### config.mk
export PLATFORM = sky130hd
export DESIGN_NAME = imem_loader
export DESIGN_NICKNAME = d
export VERILOG_FILES = /design/src/rtl/imem_loader.sv
export SDC_FILE = /design/constraint.sdc
export NUM_CORES = 1
export LEC_CHECK = 0
export BUFFER_PORTS_ARGS = -buffer_cell sky130_fd_sc_hd__buf_4
export CAP_MARGIN = 20
export CELL_PAD_IN_SITES_DETAIL_PLACEMENT = 0
export CELL_PAD_IN_SITES_GLOBAL_PLACEMENT = 1
export CORE_UTILIZATION = 39
export DETAILED_ROUTE_END_ITERATION = 12
export PLACE_DENSITY = 0.85
export SLEW_MARGIN = 20
export SYNTH_ARGS = -nofsm -noshare
export SYNTH_HDL_FRONTEND = slang
export SYNTH_SLANG_ARGS = --single-unit
export TNS_END_PERCENT = 10
### constraint.sdc
create_clock -name clk -period 2.6 [get_ports clk]
set_clock_uncertainty 0.15 [all_clocks]
set_input_delay 0.39 -clock clk [delete_from_list [all_inputs] [get_ports clk]]
set_output_delay 0.39 -clock clk [all_outputs]
set_load 0.005 [all_outputs]
### src/rtl/imem_loader.sv
// Byte-stream loader that assembles big-endian 32-bit instruction words and writes them to imem.
// Latency: wr_en rises the cycle after the 4th byte handshake; done one cycle after the last write.
// Backpressure: byte_ready is high only in RECV; byte_valid=0 cycles simply stall assembly.
//
// Ports:
//   clk, reset           : rising-edge clock, asynchronous active-high reset
//   start, word_count    : load request and word count (both sampled only in IDLE)
//   byte_in/valid/ready  : byte stream handshake, accepted when valid & ready
//   wr_en/addr/data      : instruction-memory write port (byte address, word aligned)
//   cpu_hold             : holds the CPU while a load is in progress
//   done, err            : one-cycle completion / rejected-start pulses
module imem_loader #(
  parameter int DEPTH = 64,
  parameter int CNT_W = 7
) (
  input  logic             clk,
  input  logic             reset,
  input  logic             start,
  input  logic [CNT_W-1:0] word_count,
  input  logic [7:0]       byte_in,
  input  logic             byte_valid,
  output logic             byte_ready,
  output logic             wr_en,
  output logic [31:0]      wr_addr,
  output logic [31:0]      wr_data,
  output logic             cpu_hold,
  output logic             done,
  output logic             err
);

  typedef enum logic [1:0] {
    IDLE  = 2'd0,
    RECV  = 2'd1,
    WRITE = 2'd2,
    FIN   = 2'd3
  } state_t;

  localparam logic [CNT_W-1:0] DEPTH_C = CNT_W'(DEPTH);

  state_t           state_q,    state_d;
  logic [CNT_W-1:0] count_q,    count_d;
  logic [CNT_W-1:0] index_q,    index_d;
  logic [1:0]       byte_cnt_q, byte_cnt_d;
  logic [31:0]      shift_q,    shift_d;
  logic             err_q,      err_d;

  logic [CNT_W-1:0] index_inc;
  logic [31:0]      index_addr;

  assign index_inc = index_q + 1'b1;

  always_comb begin
    state_d    = state_q;
    count_d    = count_q;
    index_d    = index_q;
    byte_cnt_d = byte_cnt_q;
    shift_d    = shift_q;
    err_d      = 1'b0;

    case (state_q)
      IDLE: begin
        if (start) begin
          if (word_count > DEPTH_C) begin
            err_d = 1'b1;
          end else if (word_count == '0) begin
            state_d = FIN;
          end else begin
            count_d    = word_count;
            index_d    = '0;
            byte_cnt_d = '0;
            state_d    = RECV;
          end
        end
      end
      RECV: begin
        if (byte_valid) begin
          shift_d    = {shift_q[23:0], byte_in};
          byte_cnt_d = byte_cnt_q + 2'd1;
          if (byte_cnt_q == 2'd3) begin
            state_d = WRITE;
          end
        end
      end
      WRITE: begin
        byte_cnt_d = '0;
        if (index_inc == count_q) begin
          // Last word: park the index at 0 rather than stepping to DEPTH,
          // so it never leaves the valid 0..DEPTH-1 range.
          index_d = '0;
          state_d = FIN;
        end else begin
          index_d = index_inc;
          state_d = RECV;
        end
      end
      FIN: begin
        state_d = IDLE;
      end
      default: begin
        state_d = IDLE;
      end
    endcase
  end

  always_ff @(posedge clk or posedge reset) begin
    if (reset) begin
      state_q    <= IDLE;
      count_q    <= '0;
      index_q    <= '0;
      byte_cnt_q <= '0;
      shift_q    <= '0;
      err_q      <= 1'b0;
    end else begin
      state_q    <= state_d;
      count_q    <= count_d;
      index_q    <= index_d;
      byte_cnt_q <= byte_cnt_d;
      shift_q    <= shift_d;
      err_q      <= err_d;
    end
  end

  // Word index to byte address: {index, 2'b00}, zero-extended.
  always_comb begin
    index_addr                = '0;
    index_addr[CNT_W+1:2]     = index_q;
  end

  // Outputs are decoded from registered state only.
  assign byte_ready = (state_q == RECV);
  assign wr_en      = (state_q == WRITE);
  assign wr_addr    = wr_en ? index_addr : 32'd0;
  assign wr_data    = wr_en ? shift_q : 32'd0;
  assign cpu_hold   = (state_q != IDLE);
  assign done       = (state_q == FIN);
  assign err        = err_q;

endmodule

-- After elaboration in Yosys (flattened, before gate mapping)
Cells that the tools add are included.
- register bits: 51
- input port bits: 19
- output and inout bits: 69
- logic and storage cells: 53
- add/sub/neg operators: 2
- magnitude comparators: 1
- equality and inequality tests: 10
- muxes and demuxes: 22
- bitwise gates (word level): 2
- reductions and logical operators: 10
- operators with widths (cell ; number):
    $mux W32 ; 1
    $mux W7 ; 4
    $mux W2 ; 10
    $pmux W7 S2 ; 1
    $reduce_and A4 Y1 ; 3
    $mux W9 ; 1
    $ne A2 B2 Y1 const B ; 4
    $pmux W2 S4 ; 1
    $add A7 B1 Y7 const B ; 1
    $eq A7 B7 Y1 ; 1
    $gt A7 B7 Y1 const B ; 1
    $logic_not A7 Y1 ; 1
    $eq A2 B2 Y1 const B ; 3
    $pmux W2 S3 ; 1
    $reduce_and A5 Y1 ; 1
    $reduce_bool A2 Y1 ; 2
    $mux W1 ; 3
    $reduce_bool A3 Y1 ; 1
    $add A2 B1 Y2 const B ; 1
    $eq A2 B1 Y1 const B ; 1
    $logic_not A2 Y1 ; 1
    $ne A2 B1 Y1 const B ; 1
    $not A1 Y1 ; 2
    $reduce_and A2 Y1 ; 1

-- Longest topological paths before layout
Gate-level depths: netlist of the first run.
- word-level depth: 5
- depth in mapped cells: 8
- mapped depth without buffers: 7

-- Least setup slack after synthesis of the first run
Ideal clock, no wire load.
- kind: reg-to-reg
- start point: reg index_q[0]
- end point: reg index_q[5]
- setup time: 0.151 ns
- arrival time: 1.964 ns
- required time: 2.299 ns
- setup slack: 0.335 ns
- cell stages (with the launch flop): 6
- path buffers: 0
- period minus slack after synthesis: 2.265 ns
- cell sequence: dfrtp_1 -> ha_1 -> xor2_1 -> a2111o_1 -> o311ai_0 -> o221ai_1
- word-level cells in the longest chain between the ends: 4
- RTL lines (element ; line ; source):
    from (decl) ; 42 ; logic [CNT_W-1:0] index_q, index_d;
    from (signal assigned) ; 116 ; index_q <= index_d;
    $add A7 B1 Y7 (*) ; 50 ; assign index_inc = index_q + 1'b1;
    $eq A7 B7 Y1 ; 86 ; if (index_inc == count_q) begin
    $mux W7 (*) ; 86 ;
    $pmux W7 S2 (*) ; 60 ; case (state_q)
Mark *: on every way between the ends. The rest lies on a longest branch, timed or not.
A chain may end at the register's enable or synchronous reset.

-- Final worst setup path of the first run
- start point: reg index_q[0]
- end point: reg state_q[1]
- word-level cells in the longest chain between the ends: 4
- RTL lines (element ; line ; source):
    $add A7 B1 Y7 ; 50 ;
    $eq A7 B7 Y1 ; 86 ;
    $mux W2 ; 86 ;
    $pmux W2 S4 ; 60 ;
    to (signal assigned) ; 114 ; state_q <= state_d;
    to (decl) ; 40 ; state_t state_q, state_d;
Every way passes these cells.

==> flow_summary_export.csv, run 1 <==
group,metric,value,unit
cts,tritoncts_clock_tree,"done",
timing,layout_worst_path_cycle_share,0.903,
finish,area_growth_syn_to_layout,23.2,%
die,io_pins,88,
finish,antenna_cells,0,
die,die_width,87.5,um
cts,clkLatencyLatePin,0.30,ns
routing,drt-wirelength-per-cell,12.5,um
cts,max-clock-path-buffers,2,
yosys,ys_types,42,
routing,vias,2045,
grt,antenna_found_initial,0,
die,dieArea,7650,um2
yosys,synth_cells,267,
grt,grt_util_all_layers,0.149,
cts,htree_num_levels,2,
flow_run,max_cap_viol_count,0,
timing,top_achievable_clock_speed,426,MHz
die,initial_utilization,0.412,
timing,final_hold_viol_count,0,
setup_path,worst-path-max-fanout,6,
yosys,postSynth.asyncResetShare,1.00,
routing,firstDrtPassIters,4,
power,vdd_ir_drop_max,339,uV
setup_path,criticalPathCategory,"reg2reg",
cts,cts_resized,0,
yosys,post_synth.cell_area_avg,10.7,um2
die,die_h,87.5,um
yosys,seq_area_frac_synth,0.448,
worst_hold_path,holdCritPathClass,"in2reg",
routing,drtAntennaViolNets,0,
setup_path,kind_of_start_point_of_the_critical_path,"flip-flop",
finish,fraction_of_layout_instances_using_a_drive_strength_above_1,0.366,
power,p_leak,1.66,nW
cts,cts_root_buf,"sky130_fd_sc_hd__clkbuf_8",
setup_path,cp.arrival,2.42,ns
outcome,status,"finished, final reports clean",
die,core,6910,um2
cts,worst_setup_hold_path_clk_slew,0.10,ns
routing,drt_first_iter_violations,68,
grt,grt_overflow,0,
timing,layout_min_cycle_time,2.35,ns
power,total_power,3.65,mW
timing,slew_viol_final,0,
grt,first_pass_grt_wire_length,8.88,mm
die,floorplan.rows,30,
cts,tritoncts.num_buffers,5,
place,io_buffer_count,62,
finish,num-nets-final,361,
routing,viasPerCell,4.73,
yosys,yosysWarnings,0,
setup_path,critical_path_required,2.67,ns
power,power_density,1040,nW/um2
routing,drt-total-wl,5.41,mm
grt,first_global_vias,1911,
grt,grt_start_max_net_pins,52,
cts,cts.sinks,51,
place,place.gp.congestion,0.834,
yosys,synth.ff_latch_count,51,
place,dpl.hpwl,3.99,mm
routing,post-route-drc-count,0,
setup_path,critical_path.endpoint_type,"flip-flop",
yosys,synth_enable_flop_cells,0,
yosys,yosys_most_used_dff,"sky130_fd_sc_hd__dfrtp_1",
yosys,syn_area,2850,um2
timing,timing.setup.tns,0,ns
timing,setup-violations-final,0,
timing,rsz0062_at_grt,"false",
stage by stage:
step	hold slack [ns]	setup slack [ns]	std cells	utilization	cell area, um2
after floorplan	0.321	0.335	291	-	2940
after CTS	0.155	0.246	432	0.508	3510
after detailed placement	0.324	0.246	423	0.489	3380
final	0.163	0.252	432	0.508	3510
after global routing	0.148	0.112	432	0.508	3510
after global placement	0.315	0.290	423	0.489	3380
flip-flops by register name, indices dropped and copies added (netlist names):
name	cells
state_q	2
shift_q	32
index_q	7
err	1
byte_cnt_q	2
count_q	7
power breakdown:
| part | total, mW | leakage [nW] | internal (mW) | switching, mW |
|---|---|---|---|---|
| logic | 1.64 | 0.969 | 0.936 | 0.700 |
| registers | 1.42 | 0.631 | 1.16 | 0.267 |
| clock network | 0.586 | 0.0618 | 0.317 | 0.269 |
worst max-delay path, stage by stage, from the launching register on:
cell and delay (ns):
sky130_fd_sc_hd__dfrtp_1 0.47, sky130_fd_sc_hd__ha_1 0.36, sky130_fd_sc_hd__xor2_1 0.17, sky130_fd_sc_hd__a2111o_1 0.43
sky130_fd_sc_hd__or4_1 0.53, sky130_fd_sc_hd__a31oi_1 0.17
Yosys cell counts (2+ instances only):
cell type                  instances  area share
sky130_fd_sc_hd__buf_4            25       0.066
sky130_fd_sc_hd__nand2_1          20       0.026
sky130_fd_sc_hd__nand3_1           3      0.0053
sky130_fd_sc_hd__clkbuf_1          6      0.0079
sky130_fd_sc_hd__and2_1           41       0.090
sky130_fd_sc_hd__or3_1             2      0.0044
sky130_fd_sc_hd__ha_1              7       0.031
sky130_fd_sc_hd__o221ai_1          2      0.0061
sky130_fd_sc_hd__o311ai_0          3      0.0092
sky130_fd_sc_hd__dfrtp_1          51        0.45
sky130_fd_sc_hd__nor2_1            6      0.0079
sky130_fd_sc_hd__o21ai_0          11       0.019
sky130_fd_sc_hd__inv_1             6      0.0079
sky130_fd_sc_hd__a31oi_1           3      0.0066
sky130_fd_sc_hd__a311oi_1          2      0.0061
sky130_fd_sc_hd__mux2_2           38        0.15
sky130_fd_sc_hd__nand2b_1          2      0.0044
sky130_fd_sc_hd__xnor2_1           6       0.018
sky130_fd_sc_hd__xor2_1            3      0.0092
sky130_fd_sc_hd__a21oi_1           4      0.0070
sky130_fd_sc_hd__a21bo_2           2      0.0070
sky130_fd_sc_hd__a211o_1           2      0.0061
sky130_fd_sc_hd__buf_1             3      0.0040
layer usage:
metal,vias to the layer above,part of all wire,GRT usage
met4,0,0.015,0.0566
met5,-,0,0
met3,8,0.041,0.0303
li1,1000,-,-
met1,974,0.47,0.202
met2,63,0.48,0.234
what timing repair did:
| action | 4_1_cts | 5_1_grt |
|---|---|---|
| hold endpoints to repair | 42 | 0 |
| endpoints found under the setup margin | 0 | 0 |
| buffers inserted | 0 | 0 |
| hold buffers | 1 | 0 |
layout by cell type (no fill, tap or decap), drive strengths merged, types with 2 or more instances in the layout:
cell	n
or3	3
buf	71
xor2	3
mux2	38
clkbuf	6
nand2b	2
ha	7
nand3	4
o311ai	3
a31oi	3
a211o	2
dfrtp	51
nand2	20
o221ai	2
a21oi	4
a311oi	2
o21ai	11
a21bo	2
conb	25
and2	42
inv	7
xnor2	6
nor2	6
cell families after synthesis:
logic type / count (synthesis) / share of synthesized area
buffers and inverters: 41 / 0.0874
and+or+nand+nor: 85 / 0.168
DFF: 51 / 0.448
xor gates and xnor gates: 9 / 0.0277
AOI/OAI and AO/OA: 34 / 0.0830
adders and majority gates: 7 / 0.0307
muxes: 39 / 0.154
other: 1 / 0.00132
final cells by class:
cell class / count / area (um2)
clock buffers: 6 / 82.6
clock inverters: 2 / 38.8
fillers: 651 / 3400
inverters: 6 / 22.5
multi-input cells: 199 / 1410
flip-flops and latches: 51 / 1280
well taps: 96 / 120
repair buffers: 72 / 556
worst paths after layout:
path                                to  slack, ns  cells after the start        start
setup / recovery            state_q[1]       0.25                      5   index_q[0]
hold / removal              shift_q[5]       0.16                      2   byte_in[5]
setup reg to reg            state_q[1]       0.25                      5   index_q[0]
hold reg to reg            shift_q[28]       0.36                      1  shift_q[28]
max in group asynchronous   shift_q[7]       1.51                      4        reset
min in group asynchronous  shift_q[10]       0.52                      4        reset
No activity file was read; power rests on OpenSTA's default activity.
==> inputs of run 2 (changes only) <==
- CORE_UTILIZATION: 39 -> 40
- CTS_BUF_LIST: unset -> sky130_fd_sc_hd__clkbuf_4 sky130_fd_sc_hd__clkbuf_8
- PLACE_DENSITY: 0.85 -> 0.87
==> run 2 against run 1 <==
  * Total power down 2.3%
  * Count of clock-buffer cells in the layout decreased by 1
  * Critical endpoint is now index_q[6]
  * Highest routed layer unchanged
  * Via count rose by 0.20%
==> flow_summary_export.csv, run 2 (synthesis results as in run 1) <==
group,metric,value,unit
power,p_leak,1.65,nW
power,netSwitchingPower,1.27,mW
finish,final_common_cell,"sky130_fd_sc_hd__buf_4",
timing,top_achievable_clock_speed,417,MHz
routing,drt_first_iter_violations,86,
finish,fraction_of_layout_instances_using_a_drive_strength_above_1,0.366,
place,dpl.hpwl,4.05,mm
power,power_density,1020,nW/um2
place,io_buffer_count,62,
grt,grt_use_met1,0.201,
finish,antenna_cells,0,
routing,drtAntennaViolNets,0,
setup_path,critical_path_required,2.63,ns
power,vdd_ir_drop_max,416,uV
finish,largestRegisters,"shift_q: 32 flops, count_q: 7 flops, index_q: 7 flops",
setup_path,worstPathCellList,"nand3_4, or3_1, a2111o_1, o311ai_0, buf_4, o221ai_1",
die,dieArea,7460,um2
timing,setup-violations-final,0,
setup_path,worst_path_max_delay_cell,"sky130_fd_sc_hd__dfrtp_1",
routing,drt-total-wl,5.44,mm
setup_path,worst-path-max-fanout,7,
routing,post-route-drc-count,0,
setup_path,buffers_plus_inverters_on_the_worst_setup_path,1,
setup_path,critical-path-top-delay-family,"compound AO/OA/AOI/OAI gates",
grt,grt_overflow,0,
timing,whs,0.155,ns
grt,antenna_found_initial,0,
die,die_width,86.4,um
timing,layout_min_cycle_time,2.40,ns
cts,tritoncts_clock_tree,"done",
outcome,status,"finished, final reports clean",
place,dpl-instance-area,3380,um2
power,power_frac_seq,0.399,
power,pwr-share-comb,0.464,
cts,worst_setup_hold_path_clk_slew,0.10,ns
die,floorplan.rows,30,
grt,met3_demand_to_capacity_share_in_global_routing,0.0248,
setup_path,kind_of_start_point_of_the_critical_path,"flip-flop",
routing,vias,2049,
setup_path,criticalPathCategory,"reg2reg",
timing,timing.max_slew.rel_slack,0.634,
cts,max-clock-path-buffers,2,
worst_hold_path,hp_start,"byte_in[4]",
cts,tritoncts.num_buffers,5,
timing,timing.setup.tns,0,ns
setup_path,cp.arrival,2.43,ns
timing,max_slew.worst_pin.slew,0.548,ns
grt,first_pass_grt_wire_length,8.85,mm
place,placed_cells_incl_taps,423,
timing,final_hold_viol_count,0,
routing,drt-wirelength-per-cell,12.6,um
worst_hold_path,holdCritPathClass,"in2reg",
setup_path,r2r_start,"index_q[0]",
grt,busiest_layer,"met2",
flow_run,max_cap_viol_count,0,
routing,firstDrtPassIters,4,
place,place.gp.congestion,0.790,
timing,layout_worst_path_cycle_share,0.923,
power,swShare,0.357,
finish,fill_count,655,
cts,cts_root_buf,"sky130_fd_sc_hd__clkbuf_8",
cts,cts.sinks,51,
grt,first_global_vias,1907,
finish,area_growth_syn_to_layout,22.4,%
cts,cts.hold.buffers_added,1,
power,power_report.internal_total,2.29,mW
finish,top_register,"shift_q",
cts,clkLatencyLatePin,0.31,ns
setup_path,slowest_delay,0.49,ns
die,io_pins,88,
finish,largest_register_ff_count,32,
finish,post-route-util,0.510,
cts,cts_resized,0,
finish,finish.cell_count_without_fillers,432,
finish,post-route-cell-area,3490,um2
die,core,6830,um2
finish,mostFrequentLayoutCells,"70 x sky130_fd_sc_hd__buf_4, 51 x sky130_fd_sc_hd__dfrtp_1, 41 x sky130_fd_sc_hd__and2_1",
finish,num-nets-final,361,
grt,grt_util_all_layers,0.150,
routing,viasPerCell,4.74,
die,die_h,86.4,um
power,clock_power_share,0.137,
setup_path,critPathLaunch,"index_q[0]",
setup_path,critical_path.endpoint_type,"flip-flop",
grt,met2_usage,0.252,
cts,post-cts-setup-buffers,0,
die,initial_utilization,0.417,
timing,slew_viol_final,0,
grt,grt_start_max_net_pins,33,
timing,rsz0062_at_grt,"false",
cts,htree_num_levels,2,
-- run 2: layout make-up --
| class | count | area [um2] | area share |
|---|---|---|---|
| multi-input cells | 199 | 1410 | 0.406 |
| flip-flops and latches | 51 | 1280 | 0.366 |
| repair buffers | 72 | 556 | 0.159 |
| well taps | 96 | 120 | 0.0345 |
| clock buffers | 5 | 68.8 | 0.0197 |
| clock inverters | 3 | 28.8 | 0.00826 |
| inverters | 6 | 22.5 | 0.00646 |
-- run 2: power by group through the flow --
stage,sequential [mW],combinational [mW],clock (mW)
after floorplan,1.35,1.11,0
final,1.42,1.65,0.488
after CTS,1.42,1.67,0.509
after global routing,1.48,1.83,0.542
after global placement,1.42,1.63,0
after detailed placement,1.44,1.66,0
-- run 2: through the flow --
stage | worst slack, ns | total power, mW
after global placement | 0.276 | 3.05
after detailed placement | 0.221 | 3.10
after CTS | 0.202 | 3.61
after floorplan | 0.335 | 2.46
final | 0.199 | 3.56
after global routing | 0.0490 | 3.85
-- run 2: worst paths after layout --
kind | endpoint | slack (ns) | depth (start not counted)
worst max-delay path | index_q[6] | 0.20 | 6
worst min-delay path | shift_q[4] | 0.16 | 2
worst max register to register | index_q[6] | 0.20 | 6
worst min register to register | shift_q[30] | 0.36 | 1
max in group asynchronous | shift_q[8] | 1.21 | 4
min in group asynchronous | shift_q[3] | 0.55 | 3
-- run 2: routing by layer --
metal | routed length [um] | vias to the layer above | part of all wire
met5 | 0 | - | 0
met4 | 54 | 0 | 0.0099
met3 | 241 | 4 | 0.044
met2 | 2650 | 64 | 0.49
met1 | 2490 | 971 | 0.46
li1 | - | 1010 | -
